===== config.mk =====
export PLATFORM = sky130hd
export DESIGN_NAME = yz_event_queue
export DESIGN_NICKNAME = d
export VERILOG_FILES = /design/src/rtl/yz_event_queue.sv
export SDC_FILE = /design/constraint.sdc
export NUM_CORES = 1
export LEC_CHECK = 0
export ABC_AREA = 1
export BUFFER_PORTS_ARGS = -buffer_cell sky130_fd_sc_hd__buf_2
export CAP_MARGIN = 20
export CORE_AREA = 2 2 54 68
export CTS_CLUSTER_SIZE = 30
export DETAILED_ROUTE_END_ITERATION = 8
export DIE_AREA = 0 0 56 70
export PLACE_DENSITY_LB_ADDON = 0.05
export SYNTH_ARGS = -nofsm -noshare
export SYNTH_HDL_FRONTEND = slang
export SYNTH_SLANG_ARGS = --single-unit

===== constraint.sdc =====
create_clock -name clk -period 1.85 [get_ports clk]
set_clock_uncertainty 0.05 [all_clocks]
set_input_delay 0.185 -clock clk [delete_from_list [all_inputs] [get_ports clk]]
set_output_delay 0.185 -clock clk [all_outputs]
set_load 0.02 [all_outputs]

===== src/rtl/yz_event_queue.sv =====
// yz_event_queue: classifies the encoder's registered y/z pair as an A-event,
// a B-event or NONE, collapses runs of the same class into one event, and
// queues the event codes in a DEPTH-entry FIFO that drains over valid/ready.
// Saturating per-class counters and a sticky overflow flag summarise activity.
// Optional tracing: define YZ_EVENT_QUEUE_TRACE_EN to print push/pop/drop
// events and X warnings on z / y[1] (simulation only).
module yz_event_queue #(
  parameter int unsigned DEPTH = 4,
  parameter int unsigned CNT_W = 8
) (
  input  logic             clk,
  input  logic             rst,
  input  logic [1:0]       y,
  input  logic [1:0]       z,
  input  logic             out_ready,
  output logic             out_valid,
  output logic [1:0]       out_code,
  output logic [CNT_W-1:0] a_count,
  output logic [CNT_W-1:0] b_count,
  output logic             overflow
);

  localparam int unsigned AddrW = $clog2(DEPTH);
  localparam int unsigned PtrW  = AddrW + 1;

  // Class encoding doubles as the FIFO entry code.
  localparam logic [1:0] ClsNone = 2'b00;
  localparam logic [1:0] ClsA    = 2'b01;
  localparam logic [1:0] ClsB    = 2'b10;

  localparam logic [CNT_W-1:0] CntMax = '1;

  logic [1:0]       cls;
  logic [1:0]       last_q, last_d;
  logic [PtrW-1:0]  wptr_q, wptr_d, rptr_q, rptr_d;
  logic [CNT_W-1:0] a_q, a_d, b_q, b_d;
  logic             ovf_q, ovf_d;
  logic [1:0]       mem_q [DEPTH];
  logic             empty, full, pop, new_event, push;

  // y[0] is don't-care from the encoder.
  logic unused_y0;
  assign unused_y0 = y[0];

  // Classify the sampled pair; any X/Z makes the compares fail, giving NONE.
  always_comb begin
    cls = ClsNone;
    if (z == 2'b01 && y[1] == 1'b1) begin
      cls = ClsA;
    end else if (z == 2'b10 && y[1] == 1'b0) begin
      cls = ClsB;
    end
  end

  // FIFO status, event detection and next-state for pointers/counters/flag.
  always_comb begin
    empty     = (wptr_q == rptr_q);
    // Same slot, different lap bit: writer is a full lap ahead.
    full      = (wptr_q[AddrW] != rptr_q[AddrW]) &&
                (wptr_q[AddrW-1:0] == rptr_q[AddrW-1:0]);
    pop       = !empty && out_ready;
    new_event = (cls != ClsNone) && (cls != last_q);
    // A pop in the same cycle frees the slot the push needs.
    push      = new_event && (!full || pop);

    wptr_d = push ? wptr_q + PtrW'(1) : wptr_q;
    rptr_d = pop  ? rptr_q + PtrW'(1) : rptr_q;
    last_d = cls;

    a_d = a_q;
    b_d = b_q;
    if (new_event && cls == ClsA && a_q != CntMax) begin
      a_d = a_q + CNT_W'(1);
    end
    if (new_event && cls == ClsB && b_q != CntMax) begin
      b_d = b_q + CNT_W'(1);
    end

    ovf_d = ovf_q | (new_event & ~push);
  end

  // Control state with synchronous reset; inputs in the reset cycle are ignored.
  always_ff @(posedge clk) begin
    if (rst) begin
      wptr_q <= '0;
      rptr_q <= '0;
      last_q <= ClsNone;
      a_q    <= '0;
      b_q    <= '0;
      ovf_q  <= 1'b0;
    end else begin
      wptr_q <= wptr_d;
      rptr_q <= rptr_d;
      last_q <= last_d;
      a_q    <= a_d;
      b_q    <= b_d;
      ovf_q  <= ovf_d;
    end
  end

  // Storage array; contents are only meaningful between the pointers.
  always_ff @(posedge clk) begin
    if (push && !rst) begin
      mem_q[wptr_q[AddrW-1:0]] <= cls;
    end
  end

  // Head entry, forced to zero when empty.
  always_comb begin
    out_valid = !empty;
    out_code  = empty ? ClsNone : mem_q[rptr_q[AddrW-1:0]];
    a_count   = a_q;
    b_count   = b_q;
    overflow  = ovf_q;
  end

`ifdef YZ_EVENT_QUEUE_TRACE_EN
  logic [PtrW-1:0] occ_d;
  assign occ_d = wptr_d - rptr_d;

  // Trace accepted pushes, pops, drops and unknown inputs.
  always_ff @(posedge clk) begin
    if (!rst) begin
      if (push) begin
        $display("%0t yz_event_queue: push code=%b occ=%0d", $time, cls, occ_d);
      end
      if (pop) begin
        $display("%0t yz_event_queue: pop code=%b occ=%0d", $time, out_code, occ_d);
      end
      if (new_event && !push) begin
        $display("%0t yz_event_queue: drop code=%b occ=%0d", $time, cls, occ_d);
      end
      if ($isunknown({z, y[1]})) begin
        $display("%0t yz_event_queue: warning, unknown value on z/y[1]", $time);
      end
    end
  end
`else
  // Tracing compiled out; behaviour is unchanged.
`endif

endmodule


==> metrics.md, run 1 <==
| Metric | Value |
|---|---|
| Status | complete, no violations |
| IO buf count | 25 |
| Asr flop ratio synth | 0 |
| Final Hold Viols | 0 |
| Clock root cell | clkbuf_8 |
| Crit Path Class | register to output pin |
| Avg Inst Size Synth | 7.88 um2 |
| Final min period | 1660 ps |
| Vias/cell | 5.00 |
| Vias in the first global route | 1342 |
| Top cells by count, synth | nand2_1, nor2_1, inv_1 |
| Final Core Density | 0.590 |
| Total Power | 1.59 mW |
| Static leakage | 0.898 nW |
| Max-cap violations | 0 |
| Critical Path RT | about 1600 ps |
| Antenna violations before repair | 0 |
| CP Max Fanout | 5 |
| Startpoint Class | register |
| Die area | 0.00392 mm2 |
| Setup violations, final | 0 |
| RePlAce Congestion | 0.775 |
| Fin crit share | 0.899 |
| Synthesis-stage register bit count | 35 |
| Post-Syn Area | ~0.0017 mm2 |
| All-Layer GR Usage | 0.178 |
| Filler cell count | around 310 |
| Synth top area cells | dfxtp_1, edfxtp_1, nand2_1 |
| Resized cells post-CTS | 0 |
| DRC viols | 0 |
| Syn nets | between 200 and 250 |
| YS warnings | 0 |
| Detail Placement HPWL | 2380 um |
| I/O Pins | 27 |
| Antenna Cells | 0 |
| Critical path arrival | about 1400 ps |
| Slew @ Worst Pin | ~330 ps |
| Slew Viols, Final | 0 |
| Number of synthesized flops with an enable pin | 8 |
| DR pass1 iterations | 4 |
| First-pass GRT wire length | 5530 um |
| Largest net degree at the start of global routing | 19 |
| Die width | between 50 and 60 um |
| Grt ovf | 0 |
| Fmax | approximately 0.60 GHz |
| Clk_lat worst skew | 290 ps |
| Worst hold stages | 2 |
| DRT iter0 DRCs | 27 |
| Peak supply drop | just over 800 uV |
| FP Rows | 24 |
| H-tree depth | 2 |
| DRT Wirelength | 3160 um |
| Cell taking the most area after synthesis | dfxtp_1 |
| Hold buffer count at cts | 0 |
| Pwr Density | 801 mW/mm2 |
| Postcts setup bufs | 0 |
| Cell variety after synth | 27 |
| Worst Hold Class | primary input to register |
| Core area | approximately 0.0034 mm2 |
| Synth top area share | 0.313 |
| Setup TNS Final | 0 ps |
| Clock Path Buffers | 2 |
| DR vias | 1455 |
| Layout cells sized above 1 | 0.167 |
| Post-DR wirelength/cell | 10.9 um |
| Unrepaired setup endpoints after global routing | no |
| Worst R2R Path Depth | 7 |
| Clock buffer count from CTS | 5 |
| Sequential share of the synthesized area | 0.453 |
| Post-route ant nets | 0 |
| Sink Count | 35 |
| CP endpoint kind | output pin |
| TritonCTS clock tree | built |
| Slew Limit Headroom | 0.779 |
| Number of cells produced by synthesis | ~220 |
| Layout area overhead | 15.0% |
| Setup WS pre-CTS | 224 ps |
| Die Ht | 70 um |
| Clk pin slew, worst setup/hold paths | approximately 70 ps |
| Starting Density | 0.513 |
| Synth Flop Type | dfxtp_1 |
| Most frequent cell after synthesis | nand2_1 |
| Final worst setup slack | 186 ps |
| Fin nets | between 200 and 300 |
[cell usage in the layout, fill, tap and decap left out]
master	count
nand4_1	3
dfxtp_1	27
inv_1	28
nor2_1	32
nor2_2	1
clkbuf_1	2
inv_2	2
a21oi_1	19
o32ai_1	2
nand3_4	1
edfxtp_1	8
o21ai_0	11
xnor2_1	3
nor3_1	2
ha_1	7
buf_2	25
nand3_1	18
nand2_1	37
nor2_4	1
nor4_1	1
nand2_2	1
clkinv_2	1
nand2_4	1
xor2_1	8
buf_4	3
clkbuf_8	5
nand3b_1	1
o21ai_1	1
o211ai_2	1
[final timing paths]
kind / startpoint / endpoint / slack (ps)
setup / recovery: wptr_q[1] / out_code[1] / 190
hold / removal: z[0] / last_q[1] / 70
setup reg to reg: a_count[0] / a_count[1] / 220
hold reg to reg: overflow / overflow / 390
[report_power, final]
group / total (mW) / internal [mW] / switching (mW)
logic: 0.227 / 0.0785 / 0.149
clock network: 0.525 / 0.264 / 0.261
registers: 0.838 / 0.809 / 0.0287
[through the flow]
stage | area, um2 | hold slack (ps) | cells
floorplan | 1730 | 213 | 219
detailed placement | 1900 | 378 | 283
finish | 1980 | 72.3 | 291
global placement | 1900 | 371 | 283
CTS | 1980 | 68.8 | 291
global route | 1980 | 68.7 | 291
[layout make-up]
class                           instances  area, um2  area share
Sequential cell                        35        781       0.393
Clock buffer                            7       76.3      0.0385
Inverter                               30        113      0.0567
Multi-Input combinational cell        151        813       0.410
Tap cell                               39       48.8      0.0246
Timing Repair Buffer                   28        148      0.0744
Clock inverter                          1       5.00     0.00252
[sequential cells by signal, summed over array words and instances, names as in the netlist, named ones only]
| signal | flops |
|---|---|
| a_count | 8 |
| b_count | 8 |
| last_q | 2 |
| mem_q | 8 |
| overflow | 1 |
| rptr_q | 3 |
| wptr_q | 3 |
[per-layer routing]
| layer | vias up | wire length [um] | track usage |
|---|---|---|---|
| met2 | 22 | 1580 | 0.299 |
| met4 | 0 | 78 | 0.0794 |
| li1 | 773 | - | - |
| met1 | 653 | 1370 | 0.201 |
| met5 | - | 0 | 0 |
| met3 | 7 | 126 | 0.0630 |
[cells by family after synthesis]
kind of cell / after synthesis / share of synthesized area
compound gates: 34 / 0.107
simple gates: 99 / 0.257
flops: 35 / 0.453
fa+ha+maj: 7 / 0.0508
xor+xnor: 11 / 0.0558
buf+inv: 33 / 0.0761
[worst max-delay path, cell delays in order (launching register included)]
cell	delay [ps]
dfxtp_1	350
xor2_1	150
nor2_1	170
nand2_1	170
nand2_1	100
inv_1	40
buf_2	140
No activity file was read; power rests on OpenSTA's default activity.
==> run 2, diff against run 1 <==
- CELL_PAD_IN_SITES_DETAIL_PLACEMENT: not set -> 0
- CELL_PAD_IN_SITES_GLOBAL_PLACEMENT: not set -> 1
- CORE_AREA: 2 2 54 68 -> 2 2 62 78
- DIE_AREA: 0 0 56 70 -> 0 0 64 80
==> run 2 against run 1 <==
Sequential share of layout area is 1.0 points lower. Count of clock-buffer cells in the layout stayed put. Largest cell class unchanged. Register-to-register slack better by 30 ps. Wire length is 10% higher. Via count is 1.4% higher. Clock power is 7.6% higher. Largest power group unchanged. Utilization is 12 points lower. Fmax is 0.20% higher.
==> metrics.md, run 2 (synthesis results as in run 1) <==
| Metric | Value |
|---|---|
| Status | complete, no violations |
| Post-DR wirelength/cell | 11.1 um |
| Fin nets | 268 |
| DRT iter0 DRCs | 29 |
| CP endpoint kind | output pin |
| Die Ht | 80 um |
| Detail Placement HPWL | 2640 um |
| Commonest non-fill, non-tap cells in the layout | nand2_1, nor2_1, inv_1, dfxtp_1, buf_2 |
| Commonest non-fill, non-tap cell in the layout | nand2_1 |
| Slew Limit Headroom | 0.784 |
| CP peak stage delay | around 360 ps |
| DRC viols | 0 |
| Vias/cell | 4.72 |
| Pwr Density | between 800 and 900 mW/mm2 |
| Placed Cells | 305 |
| Die width | 64 um |
| Final Hold Viols | 0 |
| Filler cell count | 476 |
| Core area | 0.00436 mm2 |
| Unrepaired setup endpoints after global routing | no |
| Final Non-Filler Cells | 313 |
| Clk_lat worst skew | about 280 ps |
| Fmax | 0.602 GHz |
| Dpl cell area | 0.00195 mm2 |
| Worst Path Buf+Inv | 2 |
| Worst path most repeated cell | nand2_1 |
| Critical path arrival | 1430 ps |
| Total Power | about 1.6 mW |
| Final Core Density | 0.469 |
| Final min period | around 1700 ps |
| Setup TNS Final | 0 ps |
| TritonCTS clock tree | built |
| Die area | 0.00512 mm2 |
| Startpoint Class | register |
| Clock buffer count from CTS | 5 |
| Crit path cell chain | xor2_1 > nor2_1 > nand2_1 > nand2_1 > inv_1 > buf_2 |
| Sink Count | 35 |
| Antenna Cells | 0 |
| CP Max Fanout | 5 |
| Peak supply drop | 524 uV |
| IO buf count | 25 |
| Clk pin slew, worst setup/hold paths | around 70 ps |
| Post-route ant nets | 0 |
| Postcts setup bufs | 0 |
| Clock Path Buffers | 2 |
| All-Layer GR Usage | 0.154 |
| H-tree depth | 2 |
| Clock root cell | clkbuf_8 |
| Layout area overhead | 18.3% |
| Largest net degree at the start of global routing | 18 |
| Critical Path RT | roughly 1600 ps |
| Finished Cell Area | approximately 0.002 mm2 |
| Crit Path Class | register to output pin |
| FP Rows | 27 |
| Static leakage | just over 0.9 nW |
| DRT Wirelength | 3490 um |
| Slew Viols, Final | 0 |
| Worst Hold Class | primary input to register |
| Fin crit share | 0.897 |
| Cell family with most CP delay | simple AND/OR/NAND/NOR gates |
| Max-cap violations | 0 |
| Grt ovf | 0 |
| DR vias | ~1500 |
| RePlAce Congestion | 0.712 |
| Slowest-stage cell, CP | dfxtp_1 |
| Slew @ Worst Pin | around 320 ps |
| I/O Pins | 27 |
| Setup violations, final | 0 |
| Starting Density | 0.396 |
| Antenna violations before repair | 0 |
| Vias in the first global route | 1427 |
| Layout cells sized above 1 | 0.184 |
| First-pass GRT wire length | 6040 um |
| DR pass1 iterations | 4 |
[run 2: changes by cell type in the layout (fill, tap and decap cells not counted)]
cell and change:
buf_4 +3, clkbuf_1 -1, clkbuf_8 +1, dfxtp_1 -1
dfxtp_2 +1
[run 2: final timing paths]
kind | start | to | slack, ps | depth (start not counted)
worst max register to register | a_count[0] | a_count[5] | 250 | 7
worst max-delay path | wptr_q[1] | out_code[0] | 190 | 6
worst min register to register | overflow | overflow | 400 | 2
worst min-delay path | z[0] | last_q[1] | 60 | 2
[run 2: metrics by stage]
| stage | hold WS (ps) | setup slack [ps] |
|---|---|---|
| 2_1_floorplan | 213 | 297 |
| 6_report | 62.3 | 190 |
| 5_1_grt | 67.4 | 25.5 |
| 3_3_place_gp | 356 | 241 |
| 4_1_cts | 53.7 | 156 |
| 3_5_place_dp | 358 | 238 |
[run 2: power by group]
group	total [mW]	switching, mW	leakage (nW)	internal (mW)
Combinational	0.235	0.153	0.577	0.0823
Sequential	0.839	0.0296	0.292	0.809
Clock	0.565	0.265	0.0482	0.300
[run 2: what timing repair did]
item                                    CTS  global route
hold buffers                              0             0
endpoints found under the setup margin    0             1
resized for setup                         0             1
[run 2: metal layers]
metal	wire length, um	track usage	vias up
li1	-	-	784
met1	1460	0.163	672
met2	1860	0.284	15
met3	114	0.0423	5
met4	54	0.0587	0
met5	0	0	-
[run 2: cell type report]
type / count / area [um2] / share of cell area
clock buffers: 7 / 86.3 / 0.0423
clock inverters: 1 / 5.00 / 0.00245
inverters: 30 / 113 / 0.0551
multi-input cells: 151 / 813 / 0.398
flip-flops and latches: 35 / 782 / 0.383
well taps: 58 / 72.6 / 0.0355
repair buffers: 31 / 170 / 0.0833
[run 2: worst register-to-register path: stages (launching register included)]
cell     delay (ps)
dfxtp_1         400
ha_1            240
nand3_1         110
nor2_1          220
nor2_2          110
buf_4           180
a21oi_1         130
nor2_1           60
==> run 3, diff against run 2 <==
--- a/constraint.sdc
+++ b/constraint.sdc
@@ -4,2 +4,2 @@
 set_output_delay 0.185 -clock clk [all_outputs]
-set_load 0.02 [all_outputs]
+set_load 0.01 [all_outputs]
==> run 3 against run 2 <==
Setup slack improved by 20 ps. Register-to-register slack barely moved. Wire length did not move. Fmax rose by 1.2%. Largest cell class unchanged.
==> metrics.md, run 3 (synthesis results as in run 1) <==
| Metric | Value |
|---|---|
| Status | complete, no violations |
| CP Launch Point | wptr_q[1] |
| Static leakage | approximately 0.92 nW |
| Detail Placement HPWL | 2640 um |
| I/O Pins | 27 |
| Final Hold Viols | 0 |
| DR pass1 iterations | 4 |
| Core area | 0.00436 mm2 |
| Commonest non-fill, non-tap cells in the layout | nand2_1, nor2_1, inv_1, dfxtp_1, buf_2 |
| FP Rows | 27 |
| Clock root cell | clkbuf_8 |
| All-Layer GR Usage | 0.154 |
| Clock buffer count from CTS | 5 |
| Post-route ant nets | 0 |
| Filler cell count | 477 |
| Vias/cell | approximately 4.7 |
| Pwr Density | roughly 790 mW/mm2 |
| Setup violations, final | 0 |
| Total Power | about 1.6 mW |
| Critical path arrival | 1410 ps |
| RePlAce Congestion | 0.712 |
| Slew Limit Headroom | 0.784 |
| CP endpoint kind | output pin |
| Layout area overhead | 18.3% |
| Grt ovf | 0 |
| Clk_lat worst skew | 280 ps |
| Largest net degree at the start of global routing | 18 |
| Hold buffer count at cts | 0 |
| DR vias | 1476 |
| DRC viols | 0 |
| Setup WS pre-CTS | 238 ps |
| Sink Count | 35 |
| Layout cells sized above 1 | 0.180 |
| Slew @ Worst Pin | 323 ps |
| Commonest non-fill, non-tap cell in the layout | nand2_1 |
| Fmax | between 0.6 and 0.7 GHz |
| CP Max Fanout | 5 |
| Vias in the first global route | 1427 |
| Peak supply drop | 523 uV |
| Die width | roughly 64 um |
| Final min period | ~1600 ps |
| TritonCTS clock tree | built |
| WHS | 62.3 ps |
| Max-cap violations | 0 |
| DRT Wirelength | around 3500 um |
| Startpoint Class | register |
| Setup TNS Final | 0 ps |
| Post-DR wirelength/cell | 11.1 um |
| Final worst setup slack | 209 ps |
| DRT iter0 DRCs | 29 |
| H-tree depth | 2 |
| RR Startpoint | a_count[0] |
| First-pass GRT wire length | 6040 um |
| Crit Path Class | register to output pin |
| Critical Path RT | 1620 ps |
| Slew Viols, Final | 0 |
| Antenna violations before repair | 0 |
| Antenna Cells | 0 |
| Worst Hold Class | primary input to register |
| Clock Path Buffers | 2 |
| Die Ht | 80 um |
| Postcts setup bufs | 0 |
| Die area | 0.00512 mm2 |
| Clk pin slew, worst setup/hold paths | 70 ps |
| Starting Density | 0.396 |
| Resized cells post-CTS | 0 |
| Unrepaired setup endpoints after global routing | no |
| Fin crit share | 0.887 |
| Worst Min Path Start | z[0] |
| IO buf count | 25 |
| Fin nets | 268 |
-- run 3: cell types whose count changed in the layout (fill, tap and decap cells not counted) --
| cell | before | now |
|---|---|---|
| dfxtp_1 | 26 | 27 |
| dfxtp_2 | 1 | 0 |
-- run 3: metal layers --
| metal | share of wire | global-route usage | vias up |
|---|---|---|---|
| met5 | 0 | 0 | - |
| met4 | 0.015 | 0.0587 | 0 |
| met3 | 0.033 | 0.0423 | 5 |
| met2 | 0.53 | 0.284 | 15 |
| met1 | 0.42 | 0.163 | 672 |
| li1 | - | - | 784 |
-- run 3: worst max-delay path, cell delays in order (launching register included) --
cell and delay [ps]:
dfxtp_1 360, xor2_1 160, nor2_1 180, nand2_1 160, nand2_1 100, inv_1 40, buf_2 130
-- run 3: per-stage QoR --
stage | cell area [um2] | util | cells
after global placement | 1950 | 0.447 | 305
final | 2040 | 0.468 | 313
after CTS | 2040 | 0.468 | 313
after floorplan | 1730 | - | 219
after global routing | 2040 | 0.468 | 313
after detailed placement | 1950 | 0.447 | 305
-- run 3: where the power goes --
group / switching (mW) / internal [mW]
clock network: 0.265 / 0.300
registers: 0.0296 / 0.809
logic: 0.133 / 0.0820
total: 0.427 / 1.19
-- run 3: layout make-up --
cell class	count	area (um2)	share of cell area
flip-flops and latches	35	781	0.383
repair buffers	31	170	0.0834
multi-input cells	151	813	0.399
clock inverters	1	5.00	0.00245
clock buffers	7	86.3	0.0423
inverters	30	113	0.0552
well taps	58	72.6	0.0356
-- run 3: worst paths after layout --
kind	cells after the start	to	slack, ps
setup / recovery	6	out_code[0]	210
hold / removal	2	last_q[1]	60
hold reg to reg	2	overflow	400
setup reg to reg	7	a_count[5]	250
